### src/rtl/mem_arb_if.sv
// Bundle of the two requester ports and the memory port of mem_arb.
// slave  : the arbiter's view (requests in, grants/read data out, memory port out).
// master : the environment's view (mirror image of slave).
// Handshake: a requester holds mX_req (with we/lock/addr/wdata) for a cycle;
// the access is accepted in that same cycle exactly when mX_gnt is high.
// Read data for an accepted read appears on mX_rdata with mX_rvalid high on
// the following cycle.
interface mem_arb_if;
   logic        m0_req;
   logic        m0_we;
   logic        m0_lock;
   logic [15:0] m0_addr;
   logic [31:0] m0_wdata;
   logic        m0_gnt;
   logic [31:0] m0_rdata;
   logic        m0_rvalid;

   logic        m1_req;
   logic        m1_we;
   logic        m1_lock;
   logic [15:0] m1_addr;
   logic [31:0] m1_wdata;
   logic        m1_gnt;
   logic [31:0] m1_rdata;
   logic        m1_rvalid;

   logic [15:0] addr;
   logic [31:0] dataW;
   logic [31:0] dataR;
   logic        en;
   logic        we;

   modport slave (
      input  m0_req, m0_we, m0_lock, m0_addr, m0_wdata,
      input  m1_req, m1_we, m1_lock, m1_addr, m1_wdata,
      input  dataR,
      output m0_gnt, m0_rdata, m0_rvalid,
      output m1_gnt, m1_rdata, m1_rvalid,
      output addr, dataW, en, we
   );

   modport master (
      output m0_req, m0_we, m0_lock, m0_addr, m0_wdata,
      output m1_req, m1_we, m1_lock, m1_addr, m1_wdata,
      output dataR,
      input  m0_gnt, m0_rdata, m0_rvalid,
      input  m1_gnt, m1_rdata, m1_rvalid,
      input  addr, dataW, en, we
   );
endinterface

### src/rtl/mem_arb.sv
// mem_arb: two-master arbiter in front of a single-port memory.
// Zero-latency grant (combinational from requests and registered state),
// round-robin on ties, optional locked bursts capped at MAX_BURST cycles.
// Optional build macro MEM_ARB_FIXED_PRIO_EN: IDLE ties always go to m0.
// dbg_state exposes the FSM: 0 = IDLE, 1 = LOCK0, 2 = LOCK1.
module mem_arb #(
   parameter int MAX_BURST = 16
) (
   input  logic       clk,
   input  logic       reset,
   mem_arb_if.slave   bus,
   output logic [1:0] dbg_state
);

   typedef enum logic [1:0] {
      IDLE  = 2'd0,
      LOCK0 = 2'd1,
      LOCK1 = 2'd2
   } state_t;

   localparam logic [7:0] BURST_LAST = 8'(MAX_BURST - 1);

   state_t     state, state_nxt;
   logic       last, last_nxt;        // master that won the most recent IDLE arbitration
   logic [7:0] burst_cnt, burst_cnt_nxt;
   logic [7:0] cnt_inc;
   logic       burst_done;
   logic       tie_to_m0;
   logic       gnt0, gnt1;
   logic       rvalid0, rvalid1;

`ifdef MEM_ARB_FIXED_PRIO_EN
   assign tie_to_m0 = 1'b1;
`else
   // last = 1 means m1 won last time, so m0 gets the tie now.
   assign tie_to_m0 = last;
`endif

   // burst_cnt counts locked-state grants after the entering grant; it saturates
   // so it never wraps. A burst ends when this grant brings the count to
   // MAX_BURST-1, giving MAX_BURST granted cycles including the IDLE grant.
   assign cnt_inc    = (burst_cnt == BURST_LAST) ? burst_cnt : burst_cnt + 8'd1;
   assign burst_done = (cnt_inc == BURST_LAST);

   assign dbg_state  = state;

   // State register with synchronous reset.
   always_ff @(posedge clk) begin
      if (reset) begin
         state     <= IDLE;
         last      <= 1'b1;
         burst_cnt <= 8'd0;
      end else begin
         state     <= state_nxt;
         last      <= last_nxt;
         burst_cnt <= burst_cnt_nxt;
      end
   end

   // Next-state logic: lock entry/exit, round-robin history, burst counting.
   always_comb begin
      state_nxt     = state;
      last_nxt      = last;
      burst_cnt_nxt = burst_cnt;
      case (state)
         IDLE: begin
            if (gnt0) begin
               last_nxt = 1'b0;
               if (bus.m0_lock) begin
                  state_nxt     = LOCK0;
                  burst_cnt_nxt = 8'd0;
               end
            end else if (gnt1) begin
               last_nxt = 1'b1;
               if (bus.m1_lock) begin
                  state_nxt     = LOCK1;
                  burst_cnt_nxt = 8'd0;
               end
            end
         end
         LOCK0: begin
            if (gnt0) burst_cnt_nxt = cnt_inc;
            if (!bus.m0_req || !bus.m0_lock || burst_done) state_nxt = IDLE;
         end
         LOCK1: begin
            if (gnt1) burst_cnt_nxt = cnt_inc;
            if (!bus.m1_req || !bus.m1_lock || burst_done) state_nxt = IDLE;
         end
         default: state_nxt = IDLE;
      endcase
   end

   // Output logic: grants and the memory-port mux; everything idle during reset.
   always_comb begin
      gnt0 = 1'b0;
      gnt1 = 1'b0;
      if (!reset) begin
         case (state)
            IDLE: begin
               if (bus.m0_req && bus.m1_req) begin
                  gnt0 = tie_to_m0;
                  gnt1 = !tie_to_m0;
               end else begin
                  gnt0 = bus.m0_req;
                  gnt1 = bus.m1_req;
               end
            end
            LOCK0:   gnt0 = bus.m0_req;
            LOCK1:   gnt1 = bus.m1_req;
            default: ;
         endcase
      end

      bus.m0_gnt = gnt0;
      bus.m1_gnt = gnt1;
      bus.en     = gnt0 | gnt1;
      bus.we     = 1'b0;
      bus.addr   = 16'h0000;
      bus.dataW  = 32'h0000_0000;
      if (gnt0) begin
         bus.we    = bus.m0_we;
         bus.addr  = bus.m0_addr;
         bus.dataW = bus.m0_wdata;
      end else if (gnt1) begin
         bus.we    = bus.m1_we;
         bus.addr  = bus.m1_addr;
         bus.dataW = bus.m1_wdata;
      end

      bus.m0_rdata  = bus.dataR;
      bus.m1_rdata  = bus.dataR;
      // Masking with reset drops a read that was in flight when reset hit.
      bus.m0_rvalid = rvalid0 & ~reset;
      bus.m1_rvalid = rvalid1 & ~reset;
   end

   // Read-return tracking: one pulse on the next cycle for each granted read.
   always_ff @(posedge clk) begin
      if (reset) begin
         rvalid0 <= 1'b0;
         rvalid1 <= 1'b0;
      end else begin
         rvalid0 <= gnt0 & ~bus.m0_we;
         rvalid1 <= gnt1 & ~bus.m1_we;
      end
   end

endmodule

### src/flat_wrapper.sv
// flat-port wrapper written by rule: the top's interface ports become plain ports
module mem_arb_flat 
#(
   parameter int MAX_BURST = 16
)
  (clk, reset, dbg_state, bus_m0_req, bus_m0_we, bus_m0_lock, bus_m0_addr, bus_m0_wdata, bus_m1_req, bus_m1_we, bus_m1_lock, bus_m1_addr, bus_m1_wdata, bus_dataR, bus_m0_gnt, bus_m0_rdata, bus_m0_rvalid, bus_m1_gnt, bus_m1_rdata, bus_m1_rvalid, bus_addr, bus_dataW, bus_en, bus_we);
  mem_arb_if bus_i ();
  input  logic clk;
  input  logic reset;
  output logic [1:0] dbg_state;
  input wire logic [$bits(bus_i.m0_req)-1:0] bus_m0_req;
  input wire logic [$bits(bus_i.m0_we)-1:0] bus_m0_we;
  input wire logic [$bits(bus_i.m0_lock)-1:0] bus_m0_lock;
  input wire logic [$bits(bus_i.m0_addr)-1:0] bus_m0_addr;
  input wire logic [$bits(bus_i.m0_wdata)-1:0] bus_m0_wdata;
  input wire logic [$bits(bus_i.m1_req)-1:0] bus_m1_req;
  input wire logic [$bits(bus_i.m1_we)-1:0] bus_m1_we;
  input wire logic [$bits(bus_i.m1_lock)-1:0] bus_m1_lock;
  input wire logic [$bits(bus_i.m1_addr)-1:0] bus_m1_addr;
  input wire logic [$bits(bus_i.m1_wdata)-1:0] bus_m1_wdata;
  input wire logic [$bits(bus_i.dataR)-1:0] bus_dataR;
  output wire logic [$bits(bus_i.m0_gnt)-1:0] bus_m0_gnt;
  output wire logic [$bits(bus_i.m0_rdata)-1:0] bus_m0_rdata;
  output wire logic [$bits(bus_i.m0_rvalid)-1:0] bus_m0_rvalid;
  output wire logic [$bits(bus_i.m1_gnt)-1:0] bus_m1_gnt;
  output wire logic [$bits(bus_i.m1_rdata)-1:0] bus_m1_rdata;
  output wire logic [$bits(bus_i.m1_rvalid)-1:0] bus_m1_rvalid;
  output wire logic [$bits(bus_i.addr)-1:0] bus_addr;
  output wire logic [$bits(bus_i.dataW)-1:0] bus_dataW;
  output wire logic [$bits(bus_i.en)-1:0] bus_en;
  output wire logic [$bits(bus_i.we)-1:0] bus_we;
  assign bus_i.m0_req = bus_m0_req;
  assign bus_i.m0_we = bus_m0_we;
  assign bus_i.m0_lock = bus_m0_lock;
  assign bus_i.m0_addr = bus_m0_addr;
  assign bus_i.m0_wdata = bus_m0_wdata;
  assign bus_i.m1_req = bus_m1_req;
  assign bus_i.m1_we = bus_m1_we;
  assign bus_i.m1_lock = bus_m1_lock;
  assign bus_i.m1_addr = bus_m1_addr;
  assign bus_i.m1_wdata = bus_m1_wdata;
  assign bus_i.dataR = bus_dataR;
  assign bus_m0_gnt = bus_i.m0_gnt;
  assign bus_m0_rdata = bus_i.m0_rdata;
  assign bus_m0_rvalid = bus_i.m0_rvalid;
  assign bus_m1_gnt = bus_i.m1_gnt;
  assign bus_m1_rdata = bus_i.m1_rdata;
  assign bus_m1_rvalid = bus_i.m1_rvalid;
  assign bus_addr = bus_i.addr;
  assign bus_dataW = bus_i.dataW;
  assign bus_en = bus_i.en;
  assign bus_we = bus_i.we;
  mem_arb #(.MAX_BURST(MAX_BURST)) u_core (.clk(clk), .reset(reset), .bus(bus_i), .dbg_state(dbg_state));
endmodule
### config.mk
export PLATFORM = sky130hd
export DESIGN_NAME = mem_arb_flat
export DESIGN_NICKNAME = d
export VERILOG_FILES = /design/src/rtl/mem_arb_if.sv /design/src/rtl/mem_arb.sv /design/src/flat_wrapper.sv
export SDC_FILE = /design/constraint.sdc
export NUM_CORES = 1
export LEC_CHECK = 0
export CAP_MARGIN = 20
export CORE_AREA = 10 10 90 92
export CTS_CLUSTER_DIAMETER = 200
export CTS_CLUSTER_SIZE = 8
export DETAILED_ROUTE_END_ITERATION = 12
export DIE_AREA = 0 0 100 102
export DONT_BUFFER_PORTS = 1
export PLACE_DENSITY = 0.56
export SLEW_MARGIN = 20
export SYNTH_ARGS = -nofsm -noshare
export SYNTH_HDL_FRONTEND = slang
export SYNTH_SLANG_ARGS = --single-unit
### constraint.sdc
create_clock -name clk -period 3.2 [get_ports clk]
set_input_delay 0.64 -clock clk [delete_from_list [all_inputs] [get_ports clk]]
set_output_delay 0.64 -clock clk [all_outputs]
set_load 0.01 [all_outputs]
==> results_dict.tcl, run 1 <==
set metrics [dict create \
    status "complete, no violations" \
    track_usage_pct 15.8 \
    setup_tns_ns 0 \
    fillers 676 \
    drc 0 \
    drv_cap 0 \
    pwr-share-comb_pct 64.3 \
    place_area_um2 1560 \
    synth_nets 394 \
    arrival_ns 2.30 \
    synth_top_family_by_area "compound AO/OA/AOI/OAI gates" \
    async_flop_share_pct 0 \
    synth_area_um2 2020 \
    hold_viol 0 \
    synth-edff-count 0 \
    synth-seq-area-share_pct 12.9 \
    final_antenna_net_count 0 \
    num_vias 1655 \
    ios 256 \
    finClkSkew_ns 0.00772 \
    clk_transition_reported_paths_ns 0.07 \
    pre_cts_ws_ns 0.410 \
    row_count 29 \
    clockBufferDepth 2 \
    timing.final.crit_share_pct 91.8 \
    clock_sinks 13 \
    die_area_um2 10200 \
    ctsResizeCount 0 \
    pwr-share-clk_pct 14.8 \
    worstMarginPinSlew_ns 0.420 \
    antenna_found_initial 9 \
    ctsHoldBuffers 0 \
    nets 320 \
    cp-start-kind "flop" \
    cts-htree-levels 1 \
    relSlewSlack_pct 72.0 \
    required_ns 2.56 \
    rsz0062_at_grt "false" \
    wirelength_mm 8.86 \
    drive_above_1_share_pct 10.1 \
    postCtsSetupBuffers 0 \
    synth_cell_types 54 \
    drtIter0Drc 87 \
    cts_root_buf "clkbuf_8" \
    syn_area_per_cell_um2 7.98 \
    synth-adder-area-share_pct 3.10 \
    slew_violations 0 \
    synth_xor_area_share_pct 0.434 \
    endpoint_kind "primary output" \
    overflow 0 \
    period_minus_slack_ns 2.94 \
    synth_compound_gate_area_share_pct 36.9 \
    yosys_warnings 0 \
    synth_top_flop_cell "dfxtp_1" \
    internal-power_w 0.000516 \
    fin_ws_ns 0.261 \
    crit_type "flop to primary output" \
    portBuffers 0 \
    die_y_um 102 \
    grt_pass1_wl_mm 12.0 \
    hold_class "input port to flop" \
    die_w_um 100 \
    synth_mux_area_share_pct 0.992 \
    switching_share_pct 50.2 \
    coreArea_um2 6280 \
    synth-seq-cells 13 \
    vias_per_cell 6.37 \
    setup_viol 0 \
    wl_per_cell_um 34.1 \
    first_pass_iters 4 \
    cts_buffers 3 \
    gp_congestion 0.848 \
    switchingPower_w 0.000521 \
    syn_to_final_growth_pct -19.5 \
    p_leak_nw 0.578 \
    stdcell_area_um2 1620 \
    grt_pass1_vias 1698 \
    grt_max_degree 56 \
    p_seq_share_pct 20.9 \
    power_density_nw_per_um2 638 \
    start_util_pct 32.2 \
    ir_drop_uv 190 \
    cts_tree "yes" \
    post-dp-hpwl_mm 7.71 \
    yosys.area_share.simple_pct 13.8 \
    hold_ws_ns 0.451 \
    synthCells 253 \
    fmax_mhz 340 \
    cp_max_fo 55 \
    clk_latency_ns 0.25 \
]
[path summary, 6_finish.rpt]
path	slack, ns	endpoint	depth (start not counted)	start
min	0.45	u_core.rvalid0$_SDFF_PP0_	1	bus_m0_we
max reg2reg	0.88	u_core.dbg_state[1]$_SDFFE_PP0P_	6	u_core.burst_cnt[0]$_SDFFE_PP0P_
max	0.26	bus_addr[9]	8	u_core.dbg_state[1]$_SDFFE_PP0P_
min reg2reg	0.54	u_core.last$_SDFFE_PP1P_	2	u_core.last$_SDFFE_PP1P_
[worst max-delay path, stage by stage (launching register included)]
cell and delay, ns:
dfxtp_2 0.39, inv_1 0.07, ha_1 0.23, nor3b_1 0.26, or3_4 0.23, clkinv_8 0.19
nor2_4 0.16, buf_12 0.21, a22o_1 0.26
[registers in the layout (all words and copies together), names as in the netlist]
signal and cells:
u_core.burst_cnt 8, u_core.dbg_state 2, u_core.last 1, u_core.rvalid0 1, u_core.rvalid1 1
[through the flow]
stage,power (W),util [%],cells
2_1_floorplan,0.000845,-,253
3_3_place_gp,0.000886,24.9,251
3_5_place_dp,0.000892,24.9,251
4_1_cts,0.00106,25.7,255
5_1_grt,0.00113,25.7,256
6_report,0.00104,25.9,260
[placed cells by master, fill, tap and decap left out, types with 3 or more instances in the layout]
cell,instances
dfxtp_1,12
nand4_1,6
nor2_1,7
ha_1,5
clkbuf_8,3
nand2b_1,3
inv_1,10
a21oi_1,7
a22o_1,49
o21ai_0,3
nand2_1,11
a31oi_1,3
nor3_1,4
o21a_1,3
a211oi_1,4
o31ai_1,3
diode_2,5
[synth_stat cells (all sizes together) (2+ instances only)]
cell type / number / area [µm²]
nand2: 11 / 41.3
a22o: 49 / 429
nor2: 8 / 30.0
nand4: 6 / 37.5
nand2b: 3 / 18.8
nor3: 4 / 20.0
a21o: 2 / 16.3
a31oi: 3 / 18.8
o21a: 3 / 22.5
and3: 2 / 12.5
buf: 69 / 541
or2b: 2 / 15.0
a31o: 2 / 17.5
ha: 5 / 62.6
mux2i: 2 / 20.0
nor2b: 2 / 12.5
a21oi: 7 / 35.0
or4: 2 / 18.8
nand3: 3 / 20.0
inv: 11 / 41.3
a211o: 2 / 18.8
o21ai: 4 / 31.3
a211oi: 4 / 30.0
clkbuf: 12 / 45.0
dfxtp: 13 / 260
o31ai: 3 / 22.5
[cell type report]
type                    instances  area, µm²  share of cell area [%]
repair buffers                  2       27.5                    1.69
flip-flops and latches         13        262                    16.1
clock buffers                   3       41.3                    2.54
inverters                      12       57.6                    3.54
well taps                      77       96.3                    5.93
multi-input cells             147       1120                    69.1
clock inverters                 1       5.00                   0.308
diodes                          5       12.5                   0.770
[power groups by stage]
stage / clock (W) / combinational [W] / sequential [W]
floorplan: 0 / 0.000635 / 0.000210
global placement: 0 / 0.000668 / 0.000219
detailed placement: 0 / 0.000672 / 0.000221
CTS: 0.000162 / 0.000677 / 0.000216
global route: 0.000170 / 0.000735 / 0.000222
finish: 0.000153 / 0.000667 / 0.000216
[kinds of logic (layout without fill, tap and decap cells)]
family / Yosys count / after routing
DFF: 13 / 13
buffers and inverters: 93 / 18
and+or+nand+nor: 49 / 49
adders and majority gates: 5 / 5
other: 0 / 5
AOI/OAI and AO/OA: 90 / 90
muxes: 2 / 2
xor gates and xnor gates: 1 / 1
[layer usage]
metal	global-route usage, %	up-vias	share of wire [%]
li1	-	726	-
met1	17.3	762	36
met2	22.7	135	44
met3	14.4	22	19
met4	2.61	10	0.59
met5	0	-	0.78
No activity file was read; power rests on OpenSTA's default activity.
==> inputs of run 2 (changes only) <==
- HOLD_SLACK_MARGIN: default -> 0.15
==> results of run 2 <==
Same layout as run 1: the final DEF is identical, and so are final timing and power.
==> RTL edit 1, RTL diff (config.mk and constraints of run 1) <==
Put one more register stage on the output `dbg_state`, cleared by the reset. The value now appears one clock later. The other outputs are not delayed to match.
--- a/src/rtl/mem_arb.sv
+++ b/src/rtl/mem_arb.sv
@@ -44,3 +44,9 @@
 
-   assign dbg_state  = state;
+   always_ff @(posedge clk) begin
+      if (reset) begin
+         dbg_state <= '0;
+      end else begin
+         dbg_state <= state;
+      end
+   end
 
Behaviour: not the same (Yosys sat finds a counterexample within 4 cycles, from zero or initial values and one cycle with reset high).
==> RTL edit 1 against run 1 <==
Setup slack got worse by 0.016 ns. Synthesized cell count shrank 2.8%. Critical path type unchanged. Global-route usage up 0.63 points. Sequential cell count rose by 2. Routed wire length rose by 3.8%. Area after synthesis decreased by 1.8%. Cell area is 0.39% lower. Highest routed layer unchanged. Clock skew decreased by 0.0053 ns.
Power is not compared: it rests on default switching activity, and its combinational part moved more than twofold at a synthesized area within 25%.
==> RTL edit 1: results (changes against run 1) <==
Syn_nets -> 387 (-1.8%)
Detailed Route Iter0 Violations -> 137 (+57%)
Hpwl dp -> 7970 um (+3.4%)
Worst slew pin tran -> 0.488 ns (+0.0683 ns)
Port bufs -> 0 (unchanged)
Yosys cell types -> 40 (-26%)
Final Skew -> 0.00242 ns (-0.00529 ns)
Post-CTS Hold Buffers -> 0 (unchanged)
Worst-Skew Late Latency -> 0.26 ns
Clock buffer depth -> 2 (unchanged)
Post-CTS Setup Inserts -> 0 (unchanged)
Post-synthesis async set-or-reset flop share -> 0% (unchanged)
Max-slew violations -> 0 (unchanged)
Post-cts resize count -> 0 (unchanged)
NetSw -> 237 uW
Global-route wire length before repair -> 12300 um (+2.5%)
Vias in the first global route -> 1654 (-2.6%)
Largest net degree at the start of global routing -> 35 (-38%)
Initial antenna violation count -> 8 (-1)
Worst Path Max Fanout -> 34 (-38%)
CTS clock-pin slew for the worst setup and hold paths -> 0.06 ns
Ys Warns -> 0 (unchanged)
Top flop regs -> u_core.burst_cnt: 8 flops, u_core.dbg_state: 2 flops, u_core.state: 2 flops
TritonCTS buffer count -> 3 (unchanged)
Status -> completed
Number of H-tree levels -> 1 (unchanged)
Layout Nets -> 315 (-1.6%)
Sequential-to-total area share from yosys stat -> 15.2% (+2.3 points)
Via density -> 6.41 (+0.69%)
Synth Flop Type -> dfxtp_1
All-Layer GR Usage -> 16.5% (+0.63 points)
Worst min path class -> in -> reg
Max IR drop VDD -> 0.245 mV
Synth cell count leaders -> buf_4, a22o_1, dfxtp_1
Leak Pwr -> 0.589 nW
Root Buffer -> clkbuf_8
Final-report hold violation count -> 0 (unchanged)
CP arrival -> 2.32 ns (+0.02 ns)
Routability cong. -> 0.802 (-5.3%)
Post-Route WL -> 9190 um (+3.8%)
Total iterations of the first detailed-routing run -> 4 (unchanged)
Layout cell share with drive strength beyond 1 -> 12.1% (+2.0 points)
Largest cells by area after synthesis -> buf_4, a22o_1, dfxtp_1, ha_1, buf_2
[RTL edit 1: final timing paths]
check	startpoint	to	slack (ns)	cells after the start
worst max-delay path	u_core.state[0]	bus_addr[2]	0.24	7
worst min-delay path	reset	u_core.burst_cnt[3]	0.44	1
worst max register to register	u_core.state[0]	u_core.burst_cnt[5]	1.04	8
worst min register to register	u_core.burst_cnt[7]	u_core.burst_cnt[7]	0.52	2
[RTL edit 1: critical path, cell delays in order (launching register included)]
cell	delay [ns]
dfxtp_1	0.33
inv_1	0.12
ha_1	0.30
nor2_1	0.07
a311o_1	0.37
nor2_4	0.39
buf_12	0.24
a22o_1	0.22
[RTL edit 1: stage by stage]
stage / utilization, % / setup slack (ns) / cell area (um^2) / cells / hold WS [ns]
2_1_floorplan: - / 0.544 / 1980 / 246 / 0.471
3_3_place_gp: 24.7 / 0.580 / 1550 / 246 / 0.493
3_5_place_dp: 24.7 / 0.534 / 1550 / 246 / 0.498
4_1_cts: 25.4 / 0.247 / 1600 / 250 / 0.441
5_1_grt: 25.5 / 0.0631 / 1600 / 253 / 0.442
6_report: 25.8 / 0.245 / 1620 / 259 / 0.442
[RTL edit 1: cells by family after synthesis]
logic type	Yosys count	share of synthesized area (%)
xor+xnor	1	0.442
fa+ha+maj	5	3.16
simple gates	50	14.1
flops	15	15.2
compound gates	82	35.3
buf+inv	93	31.8
[RTL edit 1: per-layer routing]
layer  part of all wire, %  vias to the layer above  GRT usage (%)
li1                      -                      715              -
met4                   2.4                        2           7.72
met2                    43                      157           22.7
met3                    18                       26           13.8
met5                  0.20                        -              0
met1                    36                      760           17.6
[RTL edit 1: final cells by class]
| class | instances | area (um^2) |
|---|---|---|
| Clock buffer | 3 | 41.3 |
| Inverter | 11 | 43.8 |
| Sequential cell | 15 | 300 |
| Antenna cell | 9 | 22.5 |
| Fill cell | 686 | 4660 |
| Clock inverter | 1 | 5.00 |
| Tap cell | 77 | 96.3 |
| Timing Repair Buffer | 5 | 50.0 |
| Multi-Input combinational cell | 138 | 1060 |
[RTL edit 1: power by group through the flow]
stage	Sequential, mW	Clock (mW)	Combinational [mW]
detailed placement	0.204	0	0.243
global placement	0.204	0	0.242
CTS	0.199	0.165	0.245
finish	0.199	0.162	0.244
global route	0.200	0.169	0.264
floorplan	0.202	0	0.286
==> RTL edit 2, RTL diff (settings of run 1) <==
Without the edit above. `MAX_BURST` is set to 16 in 2 places; all go to 8.
--- a/src/rtl/mem_arb.sv
+++ b/src/rtl/mem_arb.sv
@@ -6,3 +6,3 @@
 module mem_arb #(
-   parameter int MAX_BURST = 16
+   parameter int MAX_BURST = 8
 ) (
--- a/src/flat_wrapper.sv
+++ b/src/flat_wrapper.sv
@@ -3,3 +3,3 @@
 #(
-   parameter int MAX_BURST = 16
+   parameter int MAX_BURST = 8
 )
Formal check against the unedited RTL: not equivalent (Yosys sat finds a counterexample within 10 cycles, from zero or initial values and one cycle with reset high).
==> RTL edit 2 against run 1 <==
Worst hold slack better by 0.0075 ns. Routed wire length decreased by 7.3%. Critical path depth stayed put. Cell area is 7.3% lower. Area after synthesis down 6.9%. Sequential power decreased by 3%. Global-route usage shrank 1.3 points. Setup slack got worse by 0.021 ns. Via count down 8.7%. Non-clock buffer count rose by 1. Core utilization shrank 1.9 points. Power decreased by 5.8%. Sequential cell count is the same.
==> RTL edit 2: results (changes against run 1) <==
Buffer share of cell area -> 2.83% (+1.1 points)
Grt met1 use -> 14.1% (-3.3 points)
Worst slew pin tran -> 0.460 ns (+0.0406 ns)
Leak Pwr -> 0.542 nW (-6.3%)
Area after DPL -> 1440 um^2 (-7.8%)
Post-synthesis xor/xnor area fraction -> 0.466% (+0.032 points)
Via density -> 6.14 (-3.5%)
Fillers -> 713 (+5.5%)
Status -> completed
All-Layer GR Usage -> 14.5% (-1.3 points)
Yosys cell types -> 41 (-24%)
CP delay by family, top -> buffers and inverters
Worst Path Max Fanout -> 49 (-11%)
Reg2reg start -> u_core.dbg_state[0]
Non-filler cells, final -> 246 (-5.4%)
Vias in the first global route -> 1587 (-6.5%)
Syn_nets -> 381 (-3.3%)
Largest cells by area after synthesis -> buf_4, a22o_1, dfxtp_1, ha_1, buf_2
Clkbuf count -> 4 (+1)
Hpwl dp -> 7150 um (-7.3%)
Synth cell count leaders -> buf_4, a22o_1, dfxtp_1
Seq/total area -> 17.3% (+1.2 points)
Global-route wire length before repair -> 11200 um (-7.0%)
Seq. pwr -> 210 uW (-3%)
Largest net degree at the start of global routing -> 50 (-11%)
Synth Area in Adders -> 3.33% (+0.23 points)
Count of non-CTS buffers in the layout -> 3 (+1)
Min setup slack post-route -> 0.240 ns (-0.0207 ns)
Multi-input gates -> 137 (-6.8%)
CP peak stage delay -> 0.42 ns (+0.03 ns)
Fraction of area in multi-input gates -> 67.7% (-1.4 points)
Layout Nets -> 309 (-3.4%)
Detailed Route Iter0 Violations -> 79 (-9.2%)
Synth Area in Compound Gates -> 34.8% (-2.1 points)
Inst Count DP -> 240 (-4.4%)
RTL edit 2: cell types whose count changed in the layout (fill, tap and decap cells not counted), moves of 2 or more:
cell and delta:
nand3_1 +6, o21ai_0 +6, a211oi_1 -3, diode_2 -3, a311o_1 +2, a31o_1 -2
inv_1 -2, nand2_1 -2, o21a_1 -2, o31ai_1 -2, or2b_1 -2
RTL edit 2: how the worst max path moves through the flow:
stage / end / depth (start not counted)
2_1_floorplan: bus_dataW[21] / 9
3_3_place_gp: bus_addr[1] / 8
3_5_place_dp: bus_addr[1] / 8
4_1_cts: bus_addr[1] / 8
5_1_grt: bus_dataW[31] / 7
6_report: bus_addr[1] / 8
RTL edit 2: metal layers:
metal,vias to the layer above,share of wire [%]
met4,0,1.3
li1,680,-
met5,-,0
met2,117,52
met3,12,14
met1,702,33
RTL edit 2: timing repair:
action | 4_1_cts | 5_1_grt
resized for setup | 1 | 3
setup endpoints to repair | 2 | 45
endpoints found under the hold margin | 0 | 0
